--- config.mk ---
export PLATFORM = sky130hd
export DESIGN_NAME = hit_flash_ctrl_flat
export DESIGN_NICKNAME = d
export VERILOG_FILES = /design/src/rtl/hit_flash_if.sv /design/src/rtl/hit_flash_ctrl.sv /design/src/flat_wrapper.sv
export SDC_FILE = /design/constraint.sdc
export NUM_CORES = 1
export LEC_CHECK = 0
export CAP_MARGIN = 20
export CORE_UTILIZATION = 60
export CTS_BUF_LIST = sky130_fd_sc_hd__clkbuf_16
export DETAILED_ROUTE_END_ITERATION = 6
export GPL_TIMING_DRIVEN = 1
export PLACE_DENSITY = 0.86
export SLEW_MARGIN = 20
export SYNTH_ARGS = -nofsm -noshare
export SYNTH_HDL_FRONTEND = slang
export SYNTH_SLANG_ARGS = --single-unit
--- constraint.sdc ---
create_clock -name clk -period 6.15 [get_ports clk]
set_clock_uncertainty 0.1 [all_clocks]
set_input_delay 1.845 -clock clk [delete_from_list [all_inputs] [get_ports clk]]
set_output_delay 1.845 -clock clk [all_outputs]
set_load 0.005 [all_outputs]
--- src/rtl/hit_flash_if.sv ---
// Handshake bundle between the frame timing / game logic and the flash
// controller: frame and trigger pulses in, flash enable and status out.
interface hit_flash_if;
  logic startOfFrame;
  logic trigger;
  logic flashEnable;
  logic busy;
  logic done;

  modport master (
    output startOfFrame,
    output trigger,
    input  flashEnable,
    input  busy,
    input  done
  );

  modport slave (
    input  startOfFrame,
    input  trigger,
    output flashEnable,
    output busy,
    output done
  );
endinterface

--- src/rtl/hit_flash_ctrl.sv ---
// Hit flash controller: on a trigger, blinks flashEnable for BLINKS periods
// of FRAMES_ON frames high and FRAMES_OFF frames low, counted in
// startOfFrame pulses. A new trigger restarts the sequence; done pulses
// once when a sequence runs to completion.
module hit_flash_ctrl #(
  parameter int FRAMES_ON  = 4,
  parameter int FRAMES_OFF = 4,
  parameter int BLINKS     = 3
) (
  input  logic        clk,
  input  logic        resetN,
  hit_flash_if.slave  bus
);

  typedef enum logic [1:0] {
    IDLE = 2'd0,
    ON   = 2'd1,
    OFF  = 2'd2
  } state_t;

  localparam logic [7:0] ON_LAST    = 8'(FRAMES_ON - 1);
  localparam logic [7:0] OFF_LAST   = 8'(FRAMES_OFF - 1);
  localparam logic [7:0] BLINK_LAST = 8'(BLINKS - 1);

  state_t     state_q, state_d;
  logic [7:0] frame_cnt_q, frame_cnt_d;
  logic [7:0] blink_cnt_q, blink_cnt_d;
  logic       flash_q, busy_q, done_q;
  logic       done_d;

  // Next-state, counter and completion logic; trigger overrides frame ticks.
  always_comb begin
    state_d     = state_q;
    frame_cnt_d = frame_cnt_q;
    blink_cnt_d = blink_cnt_q;
    done_d      = 1'b0;
    if (bus.trigger) begin
      state_d     = ON;
      frame_cnt_d = 8'd0;
      blink_cnt_d = 8'd0;
    end else begin
      case (state_q)
        ON: begin
          if (bus.startOfFrame) begin
            if (frame_cnt_q == ON_LAST) begin
              state_d     = OFF;
              frame_cnt_d = 8'd0;
            end else begin
              frame_cnt_d = frame_cnt_q + 8'd1;
            end
          end
        end
        OFF: begin
          if (bus.startOfFrame) begin
            if (frame_cnt_q == OFF_LAST) begin
              frame_cnt_d = 8'd0;
              if (blink_cnt_q == BLINK_LAST) begin
                state_d = IDLE;
                done_d  = 1'b1;
              end else begin
                state_d     = ON;
                blink_cnt_d = blink_cnt_q + 8'd1;
              end
            end else begin
              frame_cnt_d = frame_cnt_q + 8'd1;
            end
          end
        end
        default: begin
          state_d = IDLE;
        end
      endcase
    end
  end

  // State, counters and registered outputs; outputs track the next state so
  // they line up exactly with the cycles the state register holds it.
  always_ff @(posedge clk) begin
    if (!resetN) begin
      state_q     <= IDLE;
      frame_cnt_q <= 8'd0;
      blink_cnt_q <= 8'd0;
      flash_q     <= 1'b0;
      busy_q      <= 1'b0;
      done_q      <= 1'b0;
    end else begin
      state_q     <= state_d;
      frame_cnt_q <= frame_cnt_d;
      blink_cnt_q <= blink_cnt_d;
      flash_q     <= (state_d == ON);
      busy_q      <= (state_d == ON) || (state_d == OFF);
      done_q      <= done_d;
    end
  end

  assign bus.flashEnable = flash_q;
  assign bus.busy        = busy_q;
  assign bus.done        = done_q;

endmodule

--- src/flat_wrapper.sv ---
// flat-port wrapper written by rule: the top's interface ports become plain ports
module hit_flash_ctrl_flat 
#(
  parameter int FRAMES_ON  = 4,
  parameter int FRAMES_OFF = 4,
  parameter int BLINKS     = 3
)
  (clk, resetN, bus_startOfFrame, bus_trigger, bus_flashEnable, bus_busy, bus_done);
  hit_flash_if bus_i ();
  input  logic clk;
  input  logic resetN;
  input wire logic [$bits(bus_i.startOfFrame)-1:0] bus_startOfFrame;
  input wire logic [$bits(bus_i.trigger)-1:0] bus_trigger;
  output wire logic [$bits(bus_i.flashEnable)-1:0] bus_flashEnable;
  output wire logic [$bits(bus_i.busy)-1:0] bus_busy;
  output wire logic [$bits(bus_i.done)-1:0] bus_done;
  assign bus_i.startOfFrame = bus_startOfFrame;
  assign bus_i.trigger = bus_trigger;
  assign bus_flashEnable = bus_i.flashEnable;
  assign bus_busy = bus_i.busy;
  assign bus_done = bus_i.done;
  hit_flash_ctrl #(.FRAMES_ON(FRAMES_ON), .FRAMES_OFF(FRAMES_OFF), .BLINKS(BLINKS)) u_core (.clk(clk), .resetN(resetN), .bus(bus_i));
endmodule
== Yosys cells after proc, flatten, opt, wreduce, memory -nomap -nowiden ==
Cells that the tools add are included.
Storage, ports and cells
  register bits after elaboration: 21
  input bits: 4
  logic and storage cells: 34
Operators by class
  reductions and logical operators: 6
  multiplexer cells: 9
  bitwise operators: 5
  add/sub/neg operators: 2
  equal/unequal tests: 6
Operators by type and width (count)
  adder 8 x 1 -> 8 bit (second input constant): 2
  == test 8 x 2 -> 1 bit (second input constant): 2
  2-to-1 mux 2 bit: 5
  2-to-1 mux 8 bit: 1
  inverter 1 bit: 5
  OR reduction 5 bit: 1
  == test 2 x 1 -> 1 bit (second input constant): 2
  == test 2 bit (second input constant): 2
  one-hot mux 2 bit (2 select lines): 1
  AND reduction 4 bit: 1
  OR reduction 2 bit: 2
  2-to-1 mux 1 bit: 2
  AND reduction 2 bit: 1
  logical OR 1 bit: 1

== Longest topological paths before layout ==
Gate-level depths: netlist of the first run.
  depth after elaboration: 8
  mapped depth: 8
  gate-level depth less buffers: 8

== Worst setup path before layout of the first run ==
OpenSTA, ideal clock, no wires.
  path type: input to register
  start point: in bus_startOfFrame
  end point: reg u_core.busy_q (netlist: u_core.bus.busy)
  setup slack: 2.819 ns
  cell stages on the path: 6
  data arrival time: 3.166 ns
  data required time: 5.985 ns
  path buffers: 0
  cells stage by stage: nor4b_2 > nand2_1 > mux2i_1 > or3_1 > ha_1 > nor2b_1
Between the ends
  cells in the longest elaborated chain, start to end: 5
  elaborated cells between the ends (all ways): 7
RTL lines
  from (decl): RTL line flat_wrapper.sv:12  | input wire logic [$bits(bus_i.startOfFrame)-1:0] bus_startOfFrame;
  2-to-1 mux 2 bit, on equally long branches: RTL line hit_flash_ctrl.sv:54, hit_flash_ctrl.sv:44
  one-hot mux 2 bit (2 select lines) *: RTL line hit_flash_ctrl.sv:42  | case (state_q)
  2-to-1 mux 2 bit *: RTL line hit_flash_ctrl.sv:37  | if (bus.trigger) begin
  == test 2 x 1 -> 1 bit / == test 2 bit (equally long branches): RTL line hit_flash_ctrl.sv:91  | busy_q <= (state_d == ON) || (state_d == OFF);
  logical OR 1 bit *: RTL line hit_flash_ctrl.sv:91
  to (signal assigned): RTL line hit_flash_ctrl.sv:91
  to (decl): RTL line hit_flash_ctrl.sv:28  | logic flash_q, busy_q, done_q;
Mark *: on every way between the ends. The rest lies on a longest branch, timed or not.
A chain may end at the register's enable or synchronous reset.

== Worst setup path in the final report of the first run ==
Same ends and word-level chain as after synthesis.

==> results of run 1 <==
## flip-flops by register name, indices dropped and copies added (netlist names)
register / cells
u_core.blink_cnt_q: 8
u_core.bus.busy: 1
u_core.bus.done: 1
u_core.bus.flashEnable: 1
u_core.frame_cnt_q: 8
u_core.state_q: 2
## worst reg2reg max path, delay by kind of cell (launching register included)
kind                     cells  cell delay (ns)
adder cells (fa/ha/maj)      2             0.58
flip-flops                   1             0.42
multiplexers                 1             0.18
AND/OR/NAND/NOR              4             1.07
## layout make-up
| type | count | area, sq um |
|---|---|---|
| multi-input combinational | 90 | 608 |
| sequential | 21 | 420 |
| fill | 105 | 369 |
| clock buffer | 3 | 75.1 |
| timing repair buffer | 6 | 60.1 |
| tap | 16 | 20.0 |
| inverter | 5 | 18.8 |
| clock inverter | 1 | 5.00 |
## final timing paths
path | to | slack (ns) | startpoint
worst max-delay path | u_core.bus.busy$_SDFF_PN0_ | 2.33 | bus_startOfFrame
worst min-delay path | u_core.blink_cnt_q[7]$_SDFFE_PP0P_ | 0.39 | u_core.blink_cnt_q[7]$_SDFFE_PP0P_
worst max register to register | u_core.bus.busy$_SDFF_PN0_ | 3.74 | u_core.frame_cnt_q[0]$_SDFFE_PP0P_
worst min register to register | u_core.blink_cnt_q[7]$_SDFFE_PP0P_ | 0.39 | u_core.blink_cnt_q[7]$_SDFFE_PP0P_
## layout by cell type (no fill, tap or decap), drive strengths merged
| cell type | count |
|---|---|
| a211oi | 2 |
| a21oi | 6 |
| a31oi | 1 |
| a41o | 1 |
| and2 | 2 |
| and3 | 3 |
| and4b | 1 |
| clkbuf | 3 |
| clkdlybuf4s50 | 6 |
| clkinv | 1 |
| dfxtp | 21 |
| ha | 6 |
| inv | 5 |
| mux2 | 1 |
| mux2i | 2 |
| nand2 | 11 |
| nand2b | 3 |
| nand3 | 4 |
| nand4 | 6 |
| nor2 | 10 |
| nor2b | 3 |
| nor3 | 7 |
| nor4 | 1 |
| nor4b | 3 |
| o211ai | 1 |
| o21ai | 2 |
| o21bai | 1 |
| o31a | 1 |
| o31ai | 1 |
| or3 | 3 |
| or4 | 2 |
| xor2 | 6 |
## logic make-up (layout without fill, tap and decap cells)
kind of cell	Yosys count	in the layout	share of synthesized area, %
buf+inv	6	15	2.14
simple gates	59	59	33.0
fa+ha+maj	6	6	7.14
mux	3	3	2.98
xor+xnor	6	6	5.00
compound gates	16	16	9.76
flops	21	21	40.0
## through the flow
step	instances	total power [mW]	cell area, sq um
2_1_floorplan	117	0.148	1050
3_3_place_gp	138	0.153	1130
3_5_place_dp	138	0.153	1130
4_1_cts	142	0.290	1210
5_1_grt	142	0.298	1210
6_report	142	0.287	1210
## power groups by stage
stage                     sequential [mW]  clock [mW]  combinational, mW
after floorplan                     0.141           0            0.00680
after global placement              0.141           0             0.0121
after detailed placement            0.141           0             0.0125
after CTS                           0.138       0.139             0.0126
after global routing                0.138       0.146             0.0140
final                               0.138       0.137             0.0127
## per-layer routing
metal | wire [um] | track usage, % | vias up
li1 | - | - | 445
met1 | 939 | 32.8 | 423
met2 | 977 | 36.1 | 40
met3 | 113 | 5.00 | 4
met4 | 21 | 9.09 | 0
met5 | 0 | 0 | -
==> results_dict.tcl, run 1 <==
set metrics [dict create \
    holdPathStages 2 \
    die_w_um 43.9 \
    hpwlAfterDp_um 1450 \
    slowest_stage "clkdlybuf4s50_1" \
    drtPass1Iterations 6 \
    n_antenna_cell 0 \
    synth_warnings 0 \
    cts_max_path_buffers 2 \
    die_h_um 43.9 \
    critical-path-top-delay-family "simple AND/OR/NAND/NOR gates" \
    comb_power_share_pct 4.4 \
    hold_buffers 0 \
    setup_slack_ns 2.33 \
    p_int_uw 231 \
    whs_ns 0.392 \
    gr-usage-all-layers_pct 23.6 \
    port_buffers 6 \
    dpl_worst_slack_ns 2.11 \
    switching_power_uw 56.6 \
    worst_pin_slew_ns 0.484 \
    async_flop_share_pct 0 \
    slew_viol_final 0 \
    worstPathBufferInverterCount 1 \
    gr-total-overflow 0 \
    grt_pass1_wl_um 3370 \
    status "finished clean" \
    p_sw_share_pct 19.7 \
    cts_tree "built" \
    fin_crit_sh_pct 62.2 \
    crit_arrival_ns 3.91 \
    cts-resized-gates 0 \
    synthTopCellsByArea "dfxtp_1 40%, ha_1 7.1%, xor2_1 5.0%" \
    final_core_util_pct 76.6 \
    via_per_inst 6.42 \
    vias 912 \
    r2r_cells 7 \
    cp_cell_sequence "clkdlybuf4s50_1 -> nor4b_2 -> nand2_1 -> mux2i_1 -> or3_1 -> ha_1 -> nor2b_1" \
    fin_setup_tns_ns 0 \
    synthCells 117 \
    hp-class "flop to flop" \
    grt_max_degree 13 \
    drc 0 \
    powerDensity_nw_per_um2 238 \
    postCtsSetupBuffers 0 \
    worst_path_largest_cell_delay_ns 0.51 \
    root_buffer "clkbuf_16" \
    initial_core_util_pct 66.7 \
    yosysMostFrequentCell "dfxtp_1" \
    place.gp.congestion 0.850 \
    ant_nets 0 \
    clock_latency_ns 0.25 \
    cts.clk_slew.worst_paths_ns 0.06 \
    dieArea_sq_um 1920 \
    ios 7 \
    clock-sinks 21 \
    synth_cell_types 35 \
    syn_area_sq_um 1050 \
    crit_path_end_kind "flop" \
    worstSetupPathType "input port to flop" \
    yosys_most_used_dff "dfxtp_1" \
    synth_top_area_share_pct 40.0 \
    antenna_found_initial 0 \
    yosys.area.top_type "dfxtp_1" \
    rsz0062_at_grt "false" \
    nets 137 \
    max-slew-margin-rel_pct 67.6 \
    area_delta_synth_final_pct 14.9 \
    htreeDepth 1 \
    pwr-share-clk_pct 47.6 \
    setup_viol 0 \
    grt_pass1_vias 770 \
    ir_worst_vdd_mv 0.171 \
    first_iter_violations 39 \
    ys_seq_area_share_pct 40.0 \
    clock.fmax_mhz 262 \
    post_drt_wl_per_cell_um 14.5 \
    required_ns 6.23 \
    cap_violations 0 \
    wl_um 2050 \
    drive_above_1_share_pct 7.94 \
    worstPathMaxFanout 5 \
    ys_top_cells_by_count "21 x dfxtp_1, 11 x nand2_1, 10 x nor2_1, 7 x nor3_1" \
    critPathLaunchType "input port" \
    row_count 14 \
    pwr-share-seq_pct 48.0 \
    syn_nets 127 \
    cp.depth 7 \
    core_area_sq_um 1580 \
    hold_violations 0 \
    min_period_ns 3.82 \
    leakage_nw 0.450 \
    ys_ff_latch 21 \
    cts_buffers 3 \
    synth_edf_count 0 \
    syn_area_per_cell_sq_um 8.98 \
]
Note: power is estimated with default switching activity, not from simulation.
==> run 2: changes to the inputs <==
CORE_UTILIZATION = 51   (was 60)
PLACE_DENSITY = 0.78   (was 0.86)
clock period = 3.5 ns   (was 6.15 ns; I/O delays follow)
==> run 2 against run 1 <==
  * Clock-buffer cell count unchanged
  * Sequential power increased by 75%
  * Combinational power increased by 79%
  * Utilization decreased by 13 points
  * Total power increased by 76%
  * First-iteration DRC count decreased by 49%
  * Largest power group unchanged
==> results_dict.tcl, run 2 (synthesis gave the netlist of run 1 again) <==
set metrics [dict create \
    post_drt_wl_per_cell_um 12.4 \
    ios 7 \
    vias 855 \
    cts_max_path_buffers 2 \
    port_buffers 6 \
    drtPass1Iterations 4 \
    cts.clk_slew.worst_paths_ns 0.06 \
    rsz0062_at_grt "false" \
    nets 138 \
    cap_violations 0 \
    setup_viol 0 \
    worst_pin_slew_ns 0.432 \
    clock-sinks 21 \
    hold_buffers 0 \
    via_per_inst 5.55 \
    worstSetupPathType "input port to flop" \
    grt_max_degree 13 \
    drc 0 \
    place.gp.congestion 0.878 \
    slew_viol_final 0 \
    dieArea_sq_um 2250 \
    max-slew-margin-rel_pct 71.1 \
    die_w_um 47.4 \
    placed_area_sq_um 1150 \
    critPathLaunchType "input port" \
    powerDensity_nw_per_um2 412 \
    postCtsSetupBuffers 0 \
    first_iter_violations 20 \
    finalPower_uw 506 \
    required_ns 3.59 \
    hp-class "flop to flop" \
    die_h_um 47.4 \
    hpwlAfterDp_um 1390 \
    ant_nets 0 \
    final_core_util_pct 63.3 \
    dp_cells 150 \
    largestRegisters "u_core.blink_cnt_q: 8 flops, u_core.frame_cnt_q: 8 flops, u_core.state_q: 2 flops" \
    cts_buffers 3 \
    layout_commonest_cell "dfxtp_1" \
    wl_um 1910 \
    root_buffer "clkbuf_16" \
    htreeDepth 1 \
    initial_core_util_pct 54.1 \
    worstPathMaxFanout 5 \
    cts-resized-gates 0 \
    area_delta_synth_final_pct 16.9 \
    status "finished clean" \
    gr-total-overflow 0 \
    fin_cells 154 \
    cts_tree "built" \
    dpl_worst_slack_ns 0.420 \
    ir_worst_vdd_mv 0.284 \
    leakage_nw 0.455 \
    crit_path_end_kind "flop" \
    antenna_found_initial 0 \
    whs_ns 0.372 \
    gr-usage-all-layers_pct 20.4 \
    hold_violations 0 \
    clock_latency_ns 0.25 \
    setup_slack_ns 0.677 \
    grt_pass1_wl_um 3210 \
    row_count 16 \
    fin_crit_sh_pct 80.7 \
    drive_above_1_share_pct 8.66 \
    fin_setup_tns_ns 0 \
    min_period_ns 2.82 \
    core_area_sq_um 1940 \
    final_area_sq_um 1230 \
    crit_arrival_ns 2.92 \
    clock.fmax_mhz 354 \
    grt_pass1_vias 772 \
    n_antenna_cell 0 \
    most-common-layout-cells "21 x dfxtp_1, 11 x nand2_1, 10 x nor2_1, 7 x nor3_1" \
]
[run 2: changes by cell type in the layout (fill, tap and decap cells not counted)]
| cell | delta |
|---|---|
| buf_4 | +1 |
[run 2: path summary, 6_finish.rpt]
path                                                          from  slack, ns                            endpoint  cells after the start
worst min register to register  u_core.blink_cnt_q[7]$_SDFFE_PP0P_       0.37  u_core.blink_cnt_q[7]$_SDFFE_PP0P_                      2
worst min-delay path            u_core.blink_cnt_q[7]$_SDFFE_PP0P_       0.37  u_core.blink_cnt_q[7]$_SDFFE_PP0P_                      2
worst max-delay path                              bus_startOfFrame       0.68          u_core.bus.busy$_SDFF_PN0_                      8
worst max register to register  u_core.frame_cnt_q[0]$_SDFFE_PP0P_       1.16          u_core.bus.busy$_SDFF_PN0_                      7
[run 2: area by class of cell]
| class | instances | area, sq um |
|---|---|---|
| clock buffers | 3 | 75.1 |
| inverters | 5 | 18.8 |
| repair buffers | 7 | 67.6 |
| well taps | 27 | 33.8 |
| flip-flops and latches | 21 | 420 |
| multi-input cells | 90 | 608 |
| clock inverters | 1 | 5.00 |
| fillers | 170 | 713 |
[run 2: critical path, stage by stage]
cell             delay, ns
clkdlybuf4s50_1       0.51
nor4b_2               0.20
buf_4                 0.17
nand2_1               0.10
mux2i_1               0.17
or3_1                 0.33
ha_1                  0.30
nor2b_1               0.10
[run 2: where the power goes]
group	internal [mW]	switching [mW]	leakage, nW
registers	0.241	0.00107	0.170
logic	0.0112	0.0115	0.244
clock network	0.153	0.0879	0.0409
[run 2: routing by layer]
layer,part of all wire [%],global-route usage [%],wire length (um),up-vias
li1,-,-,-,445
met1,50,27.4,954,396
met2,46,31.2,871,9
met3,2.4,3.46,45,5
met4,2.0,10.3,39,0
met5,0,0,0,-
